## src/rtl/alu_sequencer_pkg.sv

```systemverilog
// Shared types, encodings and decimal-adjust helpers for the 6502 ALU sequencer.
// The external ALU registers its result; ALU_SR shifts a left by b[2:0].
package alu_sequencer_pkg;

  localparam int unsigned REG_WIDTH = 8;
  localparam int unsigned OPP_WIDTH = 4;
  localparam int unsigned OP_WIDTH  = 4;

  typedef logic [REG_WIDTH-1:0] word_t;

  typedef enum logic [OPP_WIDTH-1:0] {
    ALU_NOP = OPP_WIDTH'(0),
    ALU_SUM = OPP_WIDTH'(1),
    ALU_AND = OPP_WIDTH'(2),
    ALU_OR  = OPP_WIDTH'(3),
    ALU_XOR = OPP_WIDTH'(4),
    ALU_SR  = OPP_WIDTH'(5)
  } alu_func_e;

  typedef enum logic [OP_WIDTH-1:0] {
    OP_ADC = OP_WIDTH'(0),
    OP_SBC = OP_WIDTH'(1),
    OP_AND = OP_WIDTH'(2),
    OP_ORA = OP_WIDTH'(3),
    OP_EOR = OP_WIDTH'(4),
    OP_CMP = OP_WIDTH'(5),
    OP_ASL = OP_WIDTH'(6),
    OP_INC = OP_WIDTH'(7),
    OP_DEC = OP_WIDTH'(8)
  } seq_op_e;

  localparam int unsigned P_N = 7;
  localparam int unsigned P_V = 6;
  localparam int unsigned P_B = 4;
  localparam int unsigned P_D = 3;
  localparam int unsigned P_I = 2;
  localparam int unsigned P_Z = 1;
  localparam int unsigned P_C = 0;

  typedef enum logic [2:0] {
    S_IDLE,
    S_ISSUE,
    S_CAPTURE,
    S_DADJ_ISSUE,
    S_DADJ_CAPTURE,
    S_DONE
  } seq_state_e;

  typedef struct packed {
    seq_op_e op;
    word_t   a;
    word_t   b;
    word_t   p;
  } seq_req_t;

  // Low-nibble decimal carry for ADC.
  function automatic logic adc_lo(input word_t a, input word_t b, input logic cin);
    return (5'(a[3:0]) + 5'(b[3:0]) + 5'(cin)) > 5'd9;
  endfunction

  // High-digit decimal carry for ADC; also the final C in decimal mode.
  function automatic logic adc_hi(input word_t r_bin, input logic c8, input logic lo);
    word_t t;
    t = r_bin + (lo ? 8'h06 : 8'h00);
    return c8 | (r_bin > 8'h99) | (t[7:4] > 4'd9);
  endfunction

  // Low-nibble decimal borrow for SBC.
  function automatic logic sbc_lo(input word_t a, input word_t b, input logic cin);
    return 5'(a[3:0]) < (5'(b[3:0]) + 5'(!cin));
  endfunction

endpackage

```

## src/rtl/alu_flag_gen.sv

```systemverilog
// Combinational N/V/Z/C derivation for the ALU sequencer.
module alu_flag_gen
  import alu_sequencer_pkg::*;
(
  input  seq_op_e              op,
  input  logic [REG_WIDTH-1:0] a,
  input  logic [REG_WIDTH-1:0] b,
  input  logic [REG_WIDTH-1:0] r,
  input  logic [REG_WIDTH-1:0] r_bin,
  input  logic [REG_WIDTH-1:0] status_in,
  input  logic                 c8,
  input  logic                 dec_mode,
  output logic [REG_WIDTH-1:0] status_c
);

  always_comb begin
    status_c      = status_in;
    status_c[P_N] = r[REG_WIDTH-1];
    status_c[P_Z] = (r == '0);
    case (op)
      OP_ADC: begin
        status_c[P_C] = dec_mode ? adc_hi(r_bin, c8, adc_lo(a, b, status_in[P_C])) : c8;
        status_c[P_V] = (a[7] == b[7]) && (r_bin[7] != a[7]);
      end
      // Subtraction overflow: operand B enters the adder inverted.
      OP_SBC: begin
        status_c[P_C] = c8;
        status_c[P_V] = (a[7] != b[7]) && (r_bin[7] != a[7]);
      end
      OP_CMP:  status_c[P_C] = c8;
      OP_ASL:  status_c[P_C] = a[7];
      default: ;
    endcase
  end

endmodule

```

## src/rtl/alu_sequencer.sv

```systemverilog
// Multi-cycle controller sequencing the 6502 ALU for arithmetic, logic and compare ops,
// with an optional second pass for decimal adjust.
module alu_sequencer
  import alu_sequencer_pkg::*;
(
  input  logic                 phi1,
  input  logic                 reset,
  input  logic                 start,
  input  logic [OP_WIDTH-1:0]  op,
  input  logic [REG_WIDTH-1:0] opa,
  input  logic [REG_WIDTH-1:0] opb,
  input  logic [REG_WIDTH-1:0] status_in,
  output logic                 busy,
  output logic                 done,
  output logic [REG_WIDTH-1:0] result,
  output logic [REG_WIDTH-1:0] status_out,
  output logic                 wr_result,
  output logic [OPP_WIDTH-1:0] alu_func,
  output logic [REG_WIDTH-1:0] alu_a,
  output logic [REG_WIDTH-1:0] alu_b,
  output logic                 alu_carry_in,
  input  logic [REG_WIDTH-1:0] alu_dout,
  input  logic                 alu_carry_out
);

  seq_state_e           state, state_nxt;
  seq_req_t             req, req_nxt;
  word_t                r_bin, r_bin_nxt;
  logic                 c8, c8_nxt;
  logic                 busy_nxt, done_nxt, wr_result_nxt;
  word_t                result_nxt, status_nxt;
  logic [OPP_WIDTH-1:0] func_nxt;
  word_t                a_nxt, b_nxt;
  logic                 cin_nxt;

  seq_op_e              op_in;
  logic [OPP_WIDTH-1:0] iss_func;
  word_t                iss_b;
  logic                 iss_cin;
  logic                 dec_mode;
  logic                 dadj_lo, dadj_hi;
  word_t                dadj_b;
  word_t                fg_rbin;
  logic                 fg_c8;
  word_t                flags_c;

  assign op_in    = seq_op_e'(op);
  assign dec_mode = req.p[P_D] && ((req.op == OP_ADC) || (req.op == OP_SBC));

  // First-pass ALU drive, decoded from the request being accepted.
  always_comb begin
    iss_func = ALU_SUM;
    iss_b    = opb;
    iss_cin  = status_in[P_C];
    case (op_in)
      OP_ADC: ;
      OP_SBC: iss_b = ~opb;
      OP_CMP: begin iss_b = ~opb;  iss_cin = 1'b1; end
      OP_AND: begin iss_func = ALU_AND; iss_cin = 1'b0; end
      OP_ORA: begin iss_func = ALU_OR;  iss_cin = 1'b0; end
      OP_EOR: begin iss_func = ALU_XOR; iss_cin = 1'b0; end
      OP_ASL: begin iss_func = ALU_SR;  iss_b = 8'h01; iss_cin = 1'b0; end
      OP_INC: begin iss_b = 8'h00; iss_cin = 1'b1; end
      OP_DEC: begin iss_b = 8'hFF; iss_cin = 1'b0; end
      default: begin iss_func = ALU_NOP; iss_b = '0; iss_cin = 1'b0; end
    endcase
  end

  // Decimal correction term, computed while the binary result is on alu_dout.
  always_comb begin
    dadj_lo = 1'b0;
    dadj_hi = 1'b0;
    dadj_b  = '0;
    if (req.op == OP_SBC) begin
      dadj_lo = sbc_lo(req.a, req.b, req.p[P_C]);
      dadj_hi = !alu_carry_out;
      dadj_b  = (dadj_lo && dadj_hi) ? 8'h9A : dadj_hi ? 8'hA0 : dadj_lo ? 8'hFA : 8'h00;
    end else begin
      dadj_lo = adc_lo(req.a, req.b, req.p[P_C]);
      dadj_hi = adc_hi(alu_dout, alu_carry_out, dadj_lo);
      dadj_b  = {dadj_hi ? 4'h6 : 4'h0, dadj_lo ? 4'h6 : 4'h0};
    end
  end

  assign fg_rbin = (state == S_CAPTURE) ? alu_dout      : r_bin;
  assign fg_c8   = (state == S_CAPTURE) ? alu_carry_out : c8;

  alu_flag_gen u_flag_gen (
    .op        (req.op),
    .a         (req.a),
    .b         (req.b),
    .r         (alu_dout),
    .r_bin     (fg_rbin),
    .status_in (req.p),
    .c8        (fg_c8),
    .dec_mode  (dec_mode),
    .status_c  (flags_c)
  );

  // Next-state and next-output logic.
  always_comb begin
    state_nxt     = state;
    req_nxt       = req;
    r_bin_nxt     = r_bin;
    c8_nxt        = c8;
    busy_nxt      = busy;
    done_nxt      = 1'b0;
    wr_result_nxt = wr_result;
    result_nxt    = result;
    status_nxt    = status_out;
    func_nxt      = ALU_NOP;
    a_nxt         = '0;
    b_nxt         = '0;
    cin_nxt       = 1'b0;
    case (state)
      S_IDLE: begin
        if (start) begin
          state_nxt = S_ISSUE;
          req_nxt   = '{op: op_in, a: opa, b: opb, p: status_in};
          busy_nxt  = 1'b1;
          func_nxt  = iss_func;
          a_nxt     = opa;
          b_nxt     = iss_b;
          cin_nxt   = iss_cin;
        end
      end
      S_ISSUE: state_nxt = S_CAPTURE;
      S_CAPTURE: begin
        r_bin_nxt = alu_dout;
        c8_nxt    = alu_carry_out;
        if (dec_mode) begin
          state_nxt = S_DADJ_ISSUE;
          func_nxt  = ALU_SUM;
          a_nxt     = alu_dout;
          b_nxt     = dadj_b;
        end else begin
          state_nxt     = S_DONE;
          busy_nxt      = 1'b0;
          done_nxt      = 1'b1;
          wr_result_nxt = (req.op != OP_CMP);
          result_nxt    = alu_dout;
          status_nxt    = flags_c;
        end
      end
      S_DADJ_ISSUE: state_nxt = S_DADJ_CAPTURE;
      S_DADJ_CAPTURE: begin
        state_nxt     = S_DONE;
        busy_nxt      = 1'b0;
        done_nxt      = 1'b1;
        wr_result_nxt = (req.op != OP_CMP);
        result_nxt    = alu_dout;
        status_nxt    = flags_c;
      end
      S_DONE: begin
        state_nxt     = S_IDLE;
        wr_result_nxt = 1'b0;
      end
      default: state_nxt = S_IDLE;
    endcase
  end

  always_ff @(posedge phi1 or posedge reset) begin
    if (reset) begin
      state        <= S_IDLE;
      req          <= '0;
      r_bin        <= '0;
      c8           <= 1'b0;
      busy         <= 1'b0;
      done         <= 1'b0;
      wr_result    <= 1'b0;
      result       <= '0;
      status_out   <= '0;
      alu_func     <= ALU_NOP;
      alu_a        <= '0;
      alu_b        <= '0;
      alu_carry_in <= 1'b0;
    end else begin
      state        <= state_nxt;
      req          <= req_nxt;
      r_bin        <= r_bin_nxt;
      c8           <= c8_nxt;
      busy         <= busy_nxt;
      done         <= done_nxt;
      wr_result    <= wr_result_nxt;
      result       <= result_nxt;
      status_out   <= status_nxt;
      alu_func     <= func_nxt;
      alu_a        <= a_nxt;
      alu_b        <= b_nxt;
      alu_carry_in <= cin_nxt;
    end
  end

endmodule
```

## config.mk

```make
export PLATFORM = sky130hd
export DESIGN_NAME = alu_sequencer
export DESIGN_NICKNAME = d
export VERILOG_FILES = /design/src/rtl/alu_sequencer_pkg.sv /design/src/rtl/alu_flag_gen.sv /design/src/rtl/alu_sequencer.sv
export SDC_FILE = /design/constraint.sdc
export NUM_CORES = 1
export LEC_CHECK = 0
export ABC_AREA = 1
export CAP_MARGIN = 10
export CORE_ASPECT_RATIO = 0.8
export CORE_MARGIN = 2
export CORE_UTILIZATION = 50
export CTS_BUF_LIST = sky130_fd_sc_hd__clkbuf_16
export DETAILED_ROUTE_END_ITERATION = 8
export PLACE_DENSITY = 0.8
export REMOVE_ABC_BUFFERS = 1
export SETUP_SLACK_MARGIN = 0.3
export SLEW_MARGIN = 20
export SYNTH_ARGS = -nofsm -noshare
export SYNTH_HDL_FRONTEND = slang
export SYNTH_SLANG_ARGS = --single-unit
```

## constraint.sdc

```tcl
create_clock -name phi1 -period 2.84 [get_ports phi1]
set_input_delay 0.284 -clock phi1 [delete_from_list [all_inputs] [get_ports phi1]]
set_output_delay 0.284 -clock phi1 [all_outputs]
set_load 0.01 [all_outputs]
```

## After elaboration in Yosys (flattened, before gate mapping)

Index checks and enable logic that the tools add are counted.

| storage, ports and cells | value |
|---|---|
| register bits after elaboration | 79 |
| input port bits | 40 |
| output and inout port bits | 40 |
| logic and storage cells | 118 |

| operators by class | value |
|---|---|
| add/subtract/negate cells | 5 |
| $lt $le $gt $ge | 6 |
| equal/unequal tests | 22 |
| multiplexer cells | 40 |
| bitwise gates (word level) | 5 |
| reduce and logical (&&, ||, !) cells | 24 |

Operator list:

| operator | number |
|---|---|
| $mux W8 | 11 |
| $pmux W8 S2 | 4 |
| $pmux W8 S4 | 1 |
| $pmux W3 S5 | 2 |
| $eq A4 B3 Y1 const B | 6 |
| $add A8 B8 Y8 | 2 |
| $gt A8 B8 Y1 const B | 2 |
| $mux W3 | 5 |
| $mux W1 | 9 |
| $pmux W1 S3 | 3 |
| $eq A4 B1 Y1 const B | 2 |
| $eq A4 B2 Y1 const B | 2 |
| $gt A4 B4 Y1 const B | 2 |
| $logic_not A4 Y1 | 2 |
| $logic_not A8 Y1 | 1 |
| $not A8 Y8 | 1 |
| $pmux W4 S2 | 1 |
| $reduce_or A2 Y1 | 4 |
| $eq A3 B2 Y1 const B | 2 |
| $eq A3 B3 Y1 const B | 2 |
| $pmux W1 S2 | 3 |
| $reduce_and A2 Y1 | 3 |
| $reduce_bool A3 Y1 | 2 |
| $add A4 B1 Y5 | 1 |
| 20 further kinds | 29 |

## Longest topological paths before layout

| depth | value |
|---|---|
| depth in word-level cells | 11 |
| gate-level depth with buffers | 19 |
| gate-level depth less buffers | 19 |

## Modules after synthesis

Synthesis repeated with hierarchy kept, for this count alone.

| unflattened totals | value |
|---|---|
| cells, all modules | 484 |
| area total of the unflattened synthesis | 4155.2 um^2 |

By module, submodules not included:

| module | times used | cells each | area each (um^2) | sequential area each (um^2) |
|---|---|---|---|---|
| alu_sequencer | 1 | 415 | 3741.1 | 1976.9 |
| alu_flag_gen | 1 | 69 | 414.1 | 0.0 |

## Worst setup path after synthesis

No wires, ideal clock.

| timing | value |
|---|---|
| path kind | reg2reg |
| start point | register req[0] (netlist bit) |
| end point | register alu_b[5] |
| library setup time | 0.116 ns |
| arrival | 2.431 ns |
| required time | 2.724 ns |
| path slack | 0.293 ns |
| cell stages (with the launch flop) | 19 |
| path buffers | 0 |
| clock period less this slack | 2.547 ns |
| cell sequence | dfrtp_1 > inv_1 > fa_1 > fa_1 > or2_2 > nand3_1 > nand3_1 > nand2_1 > ha_1 > nand2_1 > inv_1 > nand2_1 > nand2_1 > nand2_1 > nand2_1 > nand3_1 > nand2_1 > nand2_1 > nand2_1 |

| on the way | value |
|---|---|
| cells in the longest elaborated chain, start to end | 10 |
| elaborated cells between the ends (all ways) | 17 |
| classes of those cells | add/sub: 3; order compare: 3; mux: 8; bitwise: 1; reduce/logical: 2 |

RTL lines:

| element | line | RTL |
|---|---|---|
| start: declaration | alu_sequencer.sv:27 | `seq_req_t req, req_nxt;` |
| start signal: assignment | alu_sequencer.sv:179 | `req <= req_nxt;` |
| $add A5 B1 Y5 | alu_sequencer_pkg.sv:58 | `return (5'(a[3:0]) + 5'(b[3:0]) + 5'(cin)) > 5'd9;` |
| $gt A5 B4 Y1 | alu_sequencer_pkg.sv:58 |  |
| $mux W3 | alu_sequencer_pkg.sv:64 | `t = r_bin + (lo ? 8'h06 : 8'h00);` |
| $add A8 B8 Y8 | alu_sequencer_pkg.sv:64 |  |
| $gt A4 B4 Y1 | alu_sequencer_pkg.sv:65 | `return c8 \| (r_bin > 8'h99) \| (t[7:4] > 4'd9);` |
| $or A1 B1 Y1 | alu_sequencer_pkg.sv:65 |  |
| $mux W3 | alu_sequencer.sv:81 | `dadj_b = {dadj_hi ? 4'h6 : 4'h0, dadj_lo ? 4'h6 : 4'h0};` |
| $mux W8 * | alu_sequencer.sv:74 | `if (req.op == OP_SBC) begin` |
| $mux W8 * | alu_sequencer.sv:131 | `if (dec_mode) begin` |
| $pmux W8 S2 * | alu_sequencer.sv:115 | `case (state)` |
| via b_nxt[5] | alu_sequencer.sv:33 | `word_t a_nxt, b_nxt;` |
| end signal: assignment | alu_sequencer.sv:189 | `alu_b <= b_nxt;` |
| end: declaration | alu_sequencer.sv:20 | `output logic [REG_WIDTH-1:0] alu_b,` |

Mark *: on every way through the listed nets, which the timed path passes. The rest lies on a longest branch.
A chain may end at the register's enable or synchronous reset.

## Final worst setup path

| timing | value |
|---|---|
| start point | register req[8] (netlist bit) |
| end point | register status_out[0] |

| on the way | value |
|---|---|
| cells in the longest elaborated chain, start to end | 11 |

RTL lines:

| element | line | RTL |
|---|---|---|
| $add A4 B4 Y5 * | alu_sequencer_pkg.sv:58 |  |
| $add A5 B1 Y5 * | alu_sequencer_pkg.sv:58 |  |
| $gt A5 B4 Y1 * | alu_sequencer_pkg.sv:58 |  |
| $mux W3 * | alu_sequencer_pkg.sv:64 |  |
| $add A8 B8 Y8 * | alu_sequencer_pkg.sv:64 |  |
| $gt A4 B4 Y1 * | alu_sequencer_pkg.sv:65 |  |
| $or A1 B1 Y1 * | alu_sequencer_pkg.sv:65 |  |
| $mux W1 * | alu_flag_gen.sv:22 | `status_c[P_C] = dec_mode ? adc_hi(r_bin, c8, adc_lo(a, b, status_in[P_C])) : c8;` |
| $pmux W1 S3 * | alu_flag_gen.sv:20 | `case (op)` |
| $mux W8 | alu_sequencer.sv:131 |  |
| $pmux W8 S2 * | alu_sequencer.sv:115 |  |
| end signal: assignment | alu_sequencer.sv:186 | `status_out <= status_nxt;` |
| end: declaration | alu_sequencer.sv:16 | `output logic [REG_WIDTH-1:0] status_out,` |

Mark *: on every way between the ends. The rest lies on a longest branch, timed or not. The select of a mux whose other input is x is not followed.

==> impl_metrics.env <==
export IMPL_fin_crit_sh_pct=93.8
export IMPL_synth_top_cell_by_area="dfrtp_1"
export IMPL_num_io_pins=80
export IMPL_rsz0062_at_grt="true"
export IMPL_vdd_drop_max_v=0.000530
export IMPL_grt_max_degree=44
export IMPL_cts_tree="yes"
export IMPL_critPathMaxStageDelay_ps=590
export IMPL_initial_core_util_pct=50.7
export IMPL_hold_class="in -> async"
export IMPL_r2r_start="req[8]"
export IMPL_final_max_slew_viol_count=0
export IMPL_fin_skew_ps=6.51
export IMPL_syn_avg_cell_area_sq_um=8.48
export IMPL_numCtsBuffers=9
export IMPL_syn_inst=406
export IMPL_synth_area_sq_um=3440
export IMPL_vias=3064
export IMPL_layout_commonest_cell="nand2_1"
export IMPL_finalCriticalPeriod_ps=2660
export IMPL_critical_path_slowest_cell="fa_2"
export IMPL_drc=0
export IMPL_power_density_nw_per_um2=1130
export IMPL_critPathKind="reg -> reg"
export IMPL_floorplan_die_area_sq_um=7570
export IMPL_cp_startpoint="req[8]"
export IMPL_cp_top_family="adder cells"
export IMPL_dpl_cell_count=561
export IMPL_port_buffers=76
export IMPL_cts_sinks=69
export IMPL_reg2reg_depth=13
export IMPL_wl_per_cell_microns=15.5
export IMPL_synth_area_top_cells="dfrtp_1, nand2_1, ha_1, inv_1, o21ai_0"
export IMPL_dr_pass1_iters=4
export IMPL_drv_cap=0
export IMPL_worstSetupEndpoint="status_out[0]"
export IMPL_die_h_microns=78.2
export IMPL_worstPathRequired_ps=3060
export IMPL_core_area_sq_um=6790
export IMPL_cts_buffer_depth=2
export IMPL_cp_cell_sequence="inv_2, fa_2, fa_2, nand3_4, nand3_2, nand2_2, buf_6, buf_6, ha_4, nor3_2, o21ai_1, nand3_1, a21oi_2"
export IMPL_clkTransAtPathRegs_ps=60
export IMPL_most_common_layout_cells="nand2_1, clkdlybuf4s50_1, dfrtp_1"
export IMPL_diodes=0
export IMPL_route_final_wire_length_microns=8980
export IMPL_insertion_delay_ps=330
export IMPL_rows=27
export IMPL_reg2reg_setup_slack_ps=180
export IMPL_place_congestion=0.854
export IMPL_r2r_end="status_out[0]"
export IMPL_viasPerCell=5.28
export IMPL_yosysTopAreaCellShare_pct=50.1
export IMPL_path_max_fanout=3
export IMPL_dp_hpwl_microns=5860
export IMPL_leakagePower_nw=2.24
export IMPL_grtUsageTotal_pct=23.9
export IMPL_antenna_found_initial=0
export IMPL_ys_warn_count=0
export IMPL_root_buffer="clkbuf_16"
export IMPL_tightest_slew_ps=772
export IMPL_area_growth_pct=36.7
export IMPL_cp_start_kind="flip-flop"
export IMPL_drive_gt1_share_pct=13.2
export IMPL_drtAntennaViolNets=0
export IMPL_crit_cells=13
export IMPL_slew_headroom_pct=48.5
export IMPL_end_kind="flip-flop"
export IMPL_cp_arrival_ps=2890
export IMPL_ys_ff_latch=69
export IMPL_overflow=0
export IMPL_seq_area_frac_synth_pct=50.1
export IMPL_grt_pass1_vias=2996
export IMPL_fmax_ghz=0.375
export IMPL_final_hold_violation_count=0
export IMPL_die_w_microns=96.8
export IMPL_htreeDepth=3
export IMPL_synth_cell_types=38
export IMPL_first_iter_violations=178
export IMPL_nets=543
export IMPL_outcome="finished, final reports clean"
export IMPL_tns_ps=0
export IMPL_cts_hold_buf=0
export IMPL_finalSetupViolCount=0
export IMPL_final_instance_count_excl_fill=580
export IMPL_crit_buf_inv=3
export IMPL_grt_pass1_wl_microns=14300
synthesized netlist by cell type (all sizes together):
| library cell | n |
|---|---|
| nor2 | 41 |
| o211ai | 3 |
| o21ai | 38 |
| inv | 45 |
| ha | 13 |
| dfrtp | 69 |
| nand3b | 2 |
| nand3 | 20 |
| o221ai | 2 |
| o31ai | 1 |
| a211oi | 1 |
| nor3 | 2 |
| fa | 2 |
| clkbuf | 2 |
| or2 | 2 |
| xnor2 | 2 |
| nor4 | 2 |
| conb | 1 |
| buf | 9 |
| a21oi | 16 |
| nand2 | 125 |
| xor2 | 1 |
| o22ai | 4 |
| nand4 | 2 |
| a22o | 1 |
cell type report:
type / instances / area [sq um]
clock buffers: 9 / 225
clock inverters: 7 / 90.1
fillers: 493 / 2080
inverters: 45 / 171
multi-input cells: 281 / 1560
flip-flops and latches: 69 / 1730
well taps: 87 / 109
repair buffers: 82 / 826
per-stage QoR:
stage,util [%],power [mW],setup WS (ps),hold slack (ps),instance area [sq um]
5_1_grt,69.4,5.71,45.4,407,4710
4_1_cts,68.0,5.01,294,371,4620
6_report,69.4,5.35,176,348,4710
2_1_floorplan,-,2.88,293,348,3370
3_3_place_gp,62.9,3.59,211,448,4270
3_5_place_dp,62.9,3.69,124,459,4270
flip-flops by register name, indices dropped and copies added, names as in the netlist:
name and cells:
done 1, alu_func 3, wr_result 1, state 3, req 20, busy 1
status_out 7, c8 1, alu_a 8, r_bin 7, result 8, alu_b 8
alu_carry_in 1
repair_timing:
action / 4_1_cts / 5_1_grt
resized for setup: 8 / 20
endpoints found under the setup margin: 3 / 6
endpoints found under the hold margin: 0 / 0
pin swaps: 6 / 15
buffers inserted: 0 / 3
worst reg2reg max path: stages, from the launching register on:
cell and delay [ps]:
dfrtp_1 370, inv_2 60, fa_2 410, fa_2 590, nand3_4 100, nand3_2 90
nand2_2 80, buf_6 130, buf_6 110, ha_4 150, nor3_2 170, o21ai_1 120
nand3_1 120, a21oi_2 60
kinds of logic (layout without fill, tap and decap cells):
kind of cell / count (synthesis) / in the layout / synth area share [%]
AND/OR/NAND/NOR: 196 / 196 / 24.6
XOR/XNOR: 3 / 3 / 0.763
buffers and inverters: 56 / 143 / 7.23
other: 1 / 1 / 0.109
AO/OA/AOI/OAI: 66 / 66 / 11.3
adder cells (fa/ha/maj): 15 / 15 / 5.88
flip-flops: 69 / 69 / 50.1
worst min path at each step:
stage,from,slack [ps],to
6_report,reset,350,req[19]
5_1_grt,reset,410,req[19]
4_1_cts,reset,370,req[19]
3_5_place_dp,r_bin[3],460,r_bin[3]
3_3_place_gp,r_bin[3],450,r_bin[3]
2_1_floorplan,op[0],350,alu_func[2]
per-layer routing:
| layer | part of all wire (%) | vias to the layer above | GRT usage, % |
|---|---|---|---|
| li1 | - | 1467 | - |
| met3 | 6.0 | 16 | 7.93 |
| met1 | 41 | 1477 | 29.9 |
| met4 | 1.7 | 0 | 6.48 |
| met2 | 52 | 104 | 40.1 |
| met5 | 0 | - | 0 |
report_power, final:
part | internal [mW] | total (mW) | switching [mW]
clock | 0.763 | 1.18 | 0.419
combinational | 1.11 | 2.58 | 1.47
sequential | 1.35 | 1.59 | 0.234
Power figures use the tool's default switching activity.
